--- src/rtl/speed_detector.sv ---
// speed_detector: measures edge-to-edge intervals of a slow asynchronous input and matches them against four nominal half-periods.
// Optional sticky speed-change interrupt (irq_clear / change_irq) is built when SPEED_DETECT_CHANGE_IRQ_EN is defined.

module speed_detector #(
  parameter int TOL            = 1000,
  parameter int LOCK_COUNT     = 2,
  parameter int TIMEOUT_CYCLES = 50_000_000,
  parameter int NOM_0          = 500_001,
  parameter int NOM_1          = 2_500_001,
  parameter int NOM_2          = 5_000_001,
  parameter int NOM_3          = 25_000_001
) (
  input  logic        clk_50MHz,
  input  logic        reset,
  input  logic        clk_in,
`ifdef SPEED_DETECT_CHANGE_IRQ_EN
  input  logic        irq_clear,
  output logic        change_irq,
`endif
  output logic [25:0] half_period,
  output logic        meas_valid,
  output logic [1:0]  speed_code,
  output logic        speed_match,
  output logic        locked,
  output logic        stalled
);

  localparam logic [25:0] CNT_MAX     = '1;
  localparam logic [25:0] TIMEOUT_VAL = 26'(TIMEOUT_CYCLES);
  localparam logic [3:0]  LOCK_VAL    = 4'(LOCK_COUNT);

  localparam logic [1:0] ST_ACQ   = 2'd0;
  localparam logic [1:0] ST_FIRST = 2'd1;
  localparam logic [1:0] ST_TRACK = 2'd2;

  function automatic int nominal(input int idx);
    case (idx)
      0:       return NOM_0;
      1:       return NOM_1;
      2:       return NOM_2;
      default: return NOM_3;
    endcase
  endfunction

  logic [2:0]  r_sync;
  logic [2:0]  r_prime;
  logic [25:0] r_cnt;
  logic [1:0]  r_state;
  logic [25:0] r_half_period;
  logic        r_meas_valid;
  logic [1:0]  r_speed_code;
  logic        r_speed_match;
  logic [3:0]  r_lock_cnt;
  logic        r_locked;
  logic        r_stalled;

  logic               w_edge;
  logic               w_meas;
  logic               w_timeout;
  logic [25:0]        w_hp_new;
  logic signed [31:0] w_hp_s;
  logic [3:0]         w_in_win;
  logic               w_any_match;
  logic [1:0]         w_match_code;
  logic [3:0]         w_lock_cnt_next;
  logic               w_locked_next;

  // r_prime masks the bogus edge the synchroniser would show while its
  // stages still hold reset zeros instead of the real input level.
  assign w_edge    = (r_sync[1] ^ r_sync[2]) & r_prime[2];
  assign w_meas    = w_edge && (r_state != ST_ACQ);
  assign w_timeout = !w_edge && (r_cnt == TIMEOUT_VAL);
  assign w_hp_new  = (r_cnt == CNT_MAX) ? CNT_MAX : r_cnt + 26'd1;
  assign w_hp_s    = {6'd0, w_hp_new};

  genvar gi;
  generate
    for (gi = 0; gi < 4; gi++) begin : g_win
      localparam int LO = nominal(gi) - TOL;
      localparam int HI = nominal(gi) + TOL;
      assign w_in_win[gi] = (w_hp_s >= LO) && (w_hp_s <= HI);
    end
  endgenerate

  assign w_any_match = |w_in_win;

  always_comb begin
    w_match_code = 2'd0;
    for (int i = 3; i >= 0; i--) begin
      if (w_in_win[i]) w_match_code = 2'(i);
    end
  end

  always_comb begin
    w_lock_cnt_next = 4'd0;
    if (w_any_match) begin
      if (w_match_code != r_speed_code) w_lock_cnt_next = 4'd1;
      else if (r_lock_cnt >= LOCK_VAL)  w_lock_cnt_next = LOCK_VAL;
      else                              w_lock_cnt_next = r_lock_cnt + 4'd1;
    end
  end

  // Timeout drops lock in the same cycle stalled rises.
  assign w_locked_next = !w_timeout && (r_state == ST_TRACK) && (r_lock_cnt >= LOCK_VAL);

  always_ff @(posedge clk_50MHz or posedge reset) begin
    if (reset) begin
      r_sync        <= 3'd0;
      r_prime       <= 3'd0;
      r_cnt         <= 26'd0;
      r_state       <= ST_ACQ;
      r_half_period <= 26'd0;
      r_meas_valid  <= 1'b0;
      r_speed_code  <= 2'd0;
      r_speed_match <= 1'b0;
      r_lock_cnt    <= 4'd0;
      r_locked      <= 1'b0;
      r_stalled     <= 1'b0;
    end else begin
      r_sync       <= {r_sync[1:0], clk_in};
      r_prime      <= {r_prime[1:0], 1'b1};
      r_meas_valid <= 1'b0;
      r_locked     <= w_locked_next;
      if (w_edge) begin
        r_cnt     <= 26'd0;
        r_stalled <= 1'b0;
        case (r_state)
          ST_ACQ: r_state <= ST_FIRST;
          ST_FIRST, ST_TRACK: begin
            r_state       <= ST_TRACK;
            r_half_period <= w_hp_new;
            r_meas_valid  <= 1'b1;
            r_speed_match <= w_any_match;
            r_lock_cnt    <= w_lock_cnt_next;
            if (w_any_match) r_speed_code <= w_match_code;
          end
          default: r_state <= ST_ACQ;
        endcase
      end else begin
        if (r_cnt != CNT_MAX) r_cnt <= r_cnt + 26'd1;
        if (w_timeout) begin
          r_state    <= ST_ACQ;
          r_stalled  <= 1'b1;
          r_lock_cnt <= 4'd0;
        end
      end
    end
  end

`ifdef SPEED_DETECT_CHANGE_IRQ_EN
  logic r_change_irq;
  logic w_irq_set;

  assign w_irq_set = r_locked &&
                     ((w_meas && w_any_match && (w_match_code != r_speed_code)) || !w_locked_next);

  always_ff @(posedge clk_50MHz or posedge reset) begin
    if (reset)          r_change_irq <= 1'b0;
    else if (w_irq_set) r_change_irq <= 1'b1;
    else if (irq_clear) r_change_irq <= 1'b0;
  end

  assign change_irq = r_change_irq;
`endif

  assign half_period = r_half_period;
  assign meas_valid  = r_meas_valid;
  assign speed_code  = r_speed_code;
  assign speed_match = r_speed_match;
  assign locked      = r_locked;
  assign stalled     = r_stalled;

endmodule

--- config.mk ---
export PLATFORM = sky130hd
export DESIGN_NAME = speed_detector
export DESIGN_NICKNAME = d
export VERILOG_FILES = /design/src/rtl/speed_detector.sv
export SDC_FILE = /design/constraint.sdc
export NUM_CORES = 1
export LEC_CHECK = 0
export CAP_MARGIN = 0
export CORE_MARGIN = 10
export CORE_UTILIZATION = 50
export DETAILED_ROUTE_END_ITERATION = 10
export GPL_ROUTABILITY_DRIVEN = 0
export PLACE_DENSITY = 0.7
export RECOVER_POWER = 100
export SETUP_SLACK_MARGIN = 0.15
export SLEW_MARGIN = 20
export SYNTH_ARGS = -nofsm -noshare
export SYNTH_HDL_FRONTEND = slang
export SYNTH_SLANG_ARGS = --single-unit
--- constraint.sdc ---
create_clock -name clk_50MHz -period 4.6 [get_ports clk_50MHz]
set_input_delay 1.15 -clock clk_50MHz [delete_from_list [all_inputs] [get_ports clk_50MHz]]
set_output_delay 1.15 -clock clk_50MHz [all_outputs]
set_load 0.05 [all_outputs]
Word level (Yosys, flattened, before mapping)
Index checks and enable logic that the tools add are counted.

Register bits: 70. Input port bits: 3. Output and inout port bits: 32.

$add $sub $neg: 2. Magnitude comparators: 9. Equality and inequality tests: 7. Mux-type cells: 20. Bitwise operators: 2. Reduce and logical (&&, ||, !) cells: 17.

Operators by type and width (count): $mux W26 (3); $eq A26 B26 Y1 const B (2); $add A26 B1 Y26 const B (1); $ge A26 B19 Y1 const B (1); $ge A26 B22 Y1 const B (1); $ge A26 B23 Y1 const B (1); $ge A26 B25 Y1 const B (1); $le A26 B19 Y1 const B (1); $le A26 B22 Y1 const B (1); $le A26 B23 Y1 const B (1); $le A26 B25 Y1 const B (1); $ne A26 B26 Y1 const B (1); $mux W4 (6); $mux W2 (6); $logic_and A1 B1 Y1 (7); $add A4 B1 Y4 const B (1); $ge A4 B2 Y1 const B (1); $mux W1 (4); $pmux W2 S2 (1); $reduce_and A2 Y1 (2); $reduce_bool A2 Y1 (2); $reduce_or A4 Y1 (1); $reduce_and A3 Y1 (1); $eq A2 B1 Y1 const B (1); other kinds (8) (9).

Logic depth before layout (Yosys ltp)
Gate-level depths: netlist of run 1.

Depth after elaboration: 13. Depth in mapped cells: 13.

Worst setup path before layout of run 1
OpenSTA, ideal clock, no wires.

Path type: reg2reg. Start: reg r_cnt[1]. End: reg r_speed_code[0], in the netlist speed_code[0]. Library setup time: 0.125 ns. Arrival: 3.805 ns. Data required time: 4.475 ns. Slack: 0.670 ns. Cell stages (with the launch flop): 13. Path buffers: 1. Cell sequence: dfrtp_1 > ha_1 > buf_4 > nand4_2 > nor4_2 > xnor2_1 > nand2_1 > or4_1 > or4b_1 > a221o_1 > nand4_2 > nand2_2 > mux2_4.

Longest elaborated chain between the ends: 8. Elaborated cells between the ends (all ways): 21. Those cells by class: 1 x add/sub; 8 x order compare; 1 x eq/ne; 5 x mux; 6 x reduce/logical.

RTL lines: from (decl) (RTL line 47) `logic [25:0] r_cnt;`; from (signal assigned) (RTL line 140) `if (r_cnt != CNT_MAX) r_cnt <= r_cnt + 26'd1;`; $add A26 B1 Y26 / $eq A26 B26 Y1 (equally long branches) (RTL line 73) `assign w_hp_new = (r_cnt == CNT_MAX) ? CNT_MAX : r_cnt + 26'd1;`; $mux W26 (*) (RTL line 73); $ge A26 B25 Y1 / $le A26 B25 Y1 (equally long branches) (RTL line 81) `assign w_in_win[gi] = (w_hp_s >= LO) && (w_hp_s <= HI);`; $logic_and A1 B1 Y1 (RTL line 81); $mux W2 (4 in a row) (RTL line 90) `if (w_in_win[i]) w_match_code = 2'(i);`; to (signal assigned) (RTL line 135) `if (w_any_match) r_speed_code <= w_match_code;`; to (decl) (RTL line 51) `logic [1:0] r_speed_code;`.

Every way passes the cells marked *; elsewhere a longest branch is shown, timed or not. A chain may end at the register's enable or synchronous reset.

Worst setup path in the final report of run 1
Start: reg r_cnt[0]. End: reg r_speed_code[0], in the netlist speed_code[0].

Same word-level chain as after synthesis.

==> run metrics, run 1 <==
outcome complete, but fails checks; drt total wl 11.2 mm; Pleak 2.09 nW; via-per-instance ratio 6.21; Starting Density 51.8%; # diodes 0; RSZ-0062 raised after global routing no; clk_skew 11.3 ps; most frequent cells after synthesis 70 x dfrtp_1, 55 x nand2_1, 52 x nor2_1; DR pass1 iterations 6; Core ar. 8260 µm²; crit path launch type flip-flop; Synth Cell Area 4280 µm²; Netlist cell types 67; CP max FO 17; number of routed nets with antenna violations 0; met2 Use GR 28.1%; CP Launch Point r_cnt[0]; Compound-Gate Fraction of Synth Area 14.7%; Top FF cell, synth dfrtp_1; vias post-DR 3872; DR WL/cell 17.9 µm; simple-gate share of the synthesized area 29.3%; Top Usage Layer GRT met2; M3 GR Usage 5.38%; Site Rows 33; failing checks max-capacitance violations, max-slew violations; crit end category flip-flop; CTS root buf clkbuf_8; Post-CTS Setup Inserts 0; Crit path required time 4850 ps; crit share post-route 93.0%; maximum VDD drop 0.000291 V; largest net degree at the start of global routing 71; Peak Freq 234 MHz; fill count 738; final max-slew violation count 120; DP HPWL 8.02 mm; hold depth 0; clk_lat worst skew 360 ps; Clock Sinks 70; # H-tree levels 3; Cells after Synth 495; die area 12700 µm²; Num CTS Buffers 9; Power Dens Cells 359 nW/µm²; IO buf count 34; crit path time final 4280 ps; io pins 35; GR Overflow Total 0; largest family of logic cells by synthesized area simple AND/OR/NAND/NOR gates; final hold violation count 0; nets@finish 523; vias in the first global route 3711; synth top area cells dfrtp_1 41%, nand2_1 4.8%, nor2_1 4.6%; hold_sp r_prime[1]; EDFF count, synth 0; leading area contributor after synthesis dfrtp_1; antenna violations before repair 0; synthesized flop and latch total 70; Total GRT Usage 17.8%; die span in y 112 µm; Min Hold Slack 354 ps; synthesized-area fraction occupied by adder cells 1.75%; Post-Synth XOR/XNOR Area 6.35%; first-pass GRT wire length 18.7 mm; CTS tree built; setup TNS 0 ps; critical path class flip-flop to flip-flop; Max-slew headroom -22.1%; Syn-to-layout area delta 12.9%; share of layout cells above drive strength 1 6.94%; asr flop ratio synth 100%; endpoints failing setup 0; Max clock buf depth 2; M1 GR Usage 21.9%; Worst R2R Path Depth 13; HP Class flip-flop to flip-flop; sequential share of the synthesized area 40.9%; die width 112 µm; Synth Warn # 0; max_cap viols 2; CTS clk-pin slew, worst paths 90 ps; CP arrival 4530 ps; post-synth top area share 40.9%; syn_area_per_cell 8.64 µm²; worst reg2reg startpoint r_cnt[0]; Synthesized Nets 504; actual slew at the worst max-slew pin 1830 ps; Iter 0 DRT Violations 456; multiplexer area fraction after synthesis 2.05%; drt drc 0; top-count cell post-synth dfrtp_1
layout by cell type (no fill, tap or decap), drive strengths merged, types with 5 or more instances in the layout:
cell type / n
o21ai: 34
nand3: 24
and2: 7
dlygate4sd3: 34
dfrtp: 70
a31oi: 7
and3: 9
nor3: 19
a21oi: 21
clkbuf: 13
nor4: 11
or2: 5
xnor2: 17
xor2: 14
mux2i: 5
ha: 6
inv: 14
nand2: 56
nor3b: 6
or4: 5
and4: 6
nor2: 52
nand4: 13
final timing paths:
check | end | slack (ps)
worst max-delay path | speed_code[0] | 320
worst min-delay path | r_prime[2] | 350
worst max register to register | speed_code[0] | 320
worst min register to register | r_prime[2] | 350
max in group asynchronous | r_cnt[4] | 1780
min in group asynchronous | r_prime[0] | 1800
where the power goes:
part           switching, W  internal [W]  leakage [nW]
clock              0.000260      0.000257        0.0968
sequential        0.0000694      0.000681         0.941
combinational      0.000328      0.000139          1.05
flip-flops by register name (all words and copies together), names as in the netlist:
name         count
half_period     26
locked           1
meas_valid       1
r_cnt           26
r_lock_cnt       4
r_prime          3
r_state          2
r_sync           3
speed_code       2
speed_match      1
stalled          1
area by class of cell:
class                      count  area (µm²)  area share (%)
clock buffer                   9         124            2.56
timing repair buffer          41         379            7.85
inverter                      12        45.0           0.933
sequential                    70        1750            36.3
clock inverter                 7        80.1            1.66
multi-input combinational    380        2320            48.0
tap                          105         131            2.72
cells by family (layout without fill, tap and decap cells):
family | after synthesis | after routing
AOI/OAI and AO/OA | 100 | 100
xor gates and xnor gates | 31 | 31
adders and majority gates | 6 | 6
buffers and inverters | 45 | 69
DFF | 70 | 70
muxes | 8 | 8
other | 1 | 1
and+or+nand+nor | 234 | 234
metal layers:
metal	routed length (µm)	share of wire, %
met1	4600	41
met4	413	3.7
met5	0	0
met2	5270	47
met3	902	8.1
stage by stage:
step | utilization (%) | total power [W] | std cells | cell area [µm²] | setup WS [ps]
after floorplan | - | 0.00110 | 495 | 4280 | 670
after global placement | 56.2 | 0.00123 | 608 | 4640 | 432
after detailed placement | 56.2 | 0.00124 | 608 | 4640 | 321
after CTS | 58.7 | 0.00176 | 624 | 4850 | 292
after global routing | 58.5 | 0.00184 | 624 | 4830 | 121
final | 58.5 | 0.00173 | 624 | 4830 | 321
worst max-delay path: stages, from the launching register on:
cell	delay, ps
dfrtp_1	480
ha_2	300
nand4_4	200
nor4_1	110
buf_4	190
nand2_1	80
clkbuf_1	620
nand4b_1	140
or4_1	440
or4b_1	540
a221o_1	390
nand4_1	210
nand2_1	140
mux2_4	330
what timing repair did:
item                                    in CTS  in global routing
gates resized for setup                      0                  2
hold buffers                                 0                  0
endpoints found under the setup margin       0                  5
endpoints found under the hold margin        0                  0
Note: power is estimated with default switching activity, not from simulation.
==> run 2: changes to the inputs <==
CORE_ASPECT_RATIO = 1.1   (was unset)
GPL_ROUTABILITY_DRIVEN = 1   (was 0)
PLACE_DENSITY = 0.73   (was 0.7)
clock period = 3.75 ns   (was 4.6 ns; I/O delays follow)
==> run 2 against run 1 <==
  * The run still ends with max-capacitance violations, max-slew violations left
  * Worst setup slack worse by 150 ps
  * Register-to-register slack worse by 150 ps
  * Flip-flop and latch count unchanged
  * Global-route usage up 3.3 points
  * Critical endpoint unchanged
  * Largest cell class unchanged
  * Highest routed layer unchanged
==> run metrics, run 2 (synthesized netlist as in run 1, its figures left out) <==
outcome complete, but fails checks (unchanged); failing checks max-capacitance violations, max-slew violations (unchanged); Core ar. 8360 µm² (was 8260 µm²); Max-slew headroom -13.5% (was -22.1%); Slowest cell on crit path or4_4 (was clkbuf_1); Site Rows 35 (was 33); vias in the first global route 4003 (was 3711); fill count 742 (was 738); crit end category flip-flop (unchanged); crit path time final 3580 ps (was 4280 ps); CTS root buf clkbuf_8 (unchanged); Iter 0 DRT Violations 307 (was 456); nets@finish 573 (was 523); CTS tree built (unchanged); actual slew at the worst max-slew pin 1700 ps (was 1830 ps); Cells after DPL 652 (was 608); Num CTS Buffers 9 (unchanged); DR WL/cell 19.3 µm (was 17.9 µm); CP delay by family, top simple AND/OR/NAND/NOR gates (unchanged); CP arrival 3830 ps (was 4530 ps); vias post-DR 4063 (was 3872); Syn-to-layout area delta 24.3% (was 12.9%); Worst R2R Path Depth 10 (was 13); # H-tree levels 3 (unchanged); crit path launch type flip-flop (unchanged); crit share post-route 95.4% (was 93.0%); Crit path largest cell delay 530 ps (was 620 ps); Hold Buf Count CTS 0 (unchanged); worst reg2reg setup slack 170 ps (was 320 ps); first-pass GRT wire length 21.1 mm (was 18.7 mm); setup ws final 173 ps (was 321 ps); GR Overflow Total 0 (unchanged); Clock Sinks 70 (unchanged); DP HPWL 9.73 mm (was 8.02 mm); Crit path required time 4000 ps (was 4850 ps); routability cong. 0.913; Power Dens Cells 408 nW/µm² (was 359 nW/µm²); via-per-instance ratio 5.98 (was 6.21); drt total wl 13.2 mm (was 11.2 mm); final hold violation count 0 (unchanged); commonest non-fill, non-tap cell in the layout dfrtp_1 (unchanged); RSZ-0062 raised after global routing yes (was no); critical path depth in cells 10 (was 13); max_cap viols 3 (was 2); final max-slew violation count 95 (was 120); clk_lat worst skew 360 ps (about the same); post-route insts no fill 680 (was 624); die width 108 µm (was 112 µm); CP max FO 7 (was 17); pre-CTS setup slack 17.9 ps (was 321 ps); # diodes 0 (unchanged); Total GRT Usage 21.1% (was 17.8%); drt drc 0 (unchanged); maximum VDD drop 0.000426 V (was 0.000291 V); number of routed nets with antenna violations 0 (unchanged); critical-path cell list and2_1 -> nand2_1 -> nor4_2 -> o21ai_1 -> or4_4 -> or4b_4 -> a221o_1 -> nand4_2 -> nand2_2 -> mux2_4 (was ha_2 -> nand4_4 -> nor4_1 -> buf_4 -> nand2_1 -> clkbuf_1 -> nand4b_1 -> or4_1 -> or4b_1 -> a221o_1 -> nand4_1 -> nand2_1 -> mux2_4); endpoints failing setup 0 (unchanged); largest net degree at the start of global routing 48 (was 71); final core occ 63.6% (was 58.5%); antenna violations before repair 0 (unchanged); worst path bufs/invs 0 (was 2); DR pass1 iterations 5 (was 6); IO buf count 34 (unchanged); HP Class flip-flop to flip-flop (unchanged); setup TNS 0 ps (unchanged); Starting Density 51.1% (was 51.8%); hold depth 0 (unchanged); Peak Freq 280 MHz (was 234 MHz); Max clock buf depth 2 (unchanged); critical path class flip-flop to flip-flop (unchanged); overall power 0.00217 W (was 0.00173 W); CTS clk-pin slew, worst paths 90 ps (about the same); clk_skew 11.0 ps (was 11.3 ps); share of layout cells above drive strength 1 17.9% (was 6.94%); die span in y 117 µm (was 112 µm); Pleak 2.36 nW (was 2.09 nW); io pins 35 (unchanged); die area 12700 µm² (about the same); most frequent cells in the layout 65 x dfrtp_1, 55 x nand2_1, 52 x nor2_1 (was 70 x dfrtp_1, 56 x nand2_1, 52 x nor2_1)
## run 2: final timing paths
check	start	endpoint
hold / removal	r_prime[0]	r_prime[1]
max in group asynchronous	reset	half_period[8]
min in group asynchronous	reset	locked
setup reg to reg	r_cnt[6]	speed_code[0]
hold reg to reg	r_prime[0]	r_prime[1]
setup / recovery	r_cnt[6]	speed_code[0]
## run 2: stage by stage
step | area [µm²] | hold slack (ps)
2_1_floorplan | 4300 | 331
3_3_place_gp | 4960 | 333
3_5_place_dp | 4960 | 336
4_1_cts | 5170 | 356
5_1_grt | 5320 | 363
6_report | 5320 | 354
## run 2: power by group
| part | switching, W | total, W | internal, W |
|---|---|---|---|
| Combinational | 0.000455 | 0.000651 | 0.000196 |
| Sequential | 0.0000513 | 0.000887 | 0.000836 |
| Clock | 0.000322 | 0.000631 | 0.000309 |
## run 2: worst reg2reg max path: cells and delay by family (launching register included)
family | cells | cell delay, ps
AND/OR/NAND/NOR | 7 | 2110
multiplexers | 1 | 320
flip-flops | 1 | 470
AO/OA/AOI/OAI | 2 | 580
## run 2: layer usage
metal  global-route usage, %  wire length [µm]  share of wire [%]  up-vias
met3                    4.16               668                5.1       26
met5                       0                 0                  0        -
met2                    36.4              6690                 51      154
met4                    8.20               282                2.1        0
li1                        -                 -                  -     1921
met1                    25.3              5510                 42     1962
## run 2: final cells by class
type                    instances  area (µm²)  share of cell area (%)
inverters                      12        45.0                   0.847
clock buffers                   9         124                    2.33
flip-flops and latches         70        1760                    33.1
multi-input cells             380        2420                    45.6
repair buffers                 91         756                    14.2
well taps                     111         139                    2.61
clock inverters                 7        73.8                    1.39
## run 2: repair_timing
action                                  in CTS  in global routing
pin swaps                                    0                 10
resized for setup                            5                 18
endpoints found under the setup margin       3                  5
buffers inserted                             2                 10
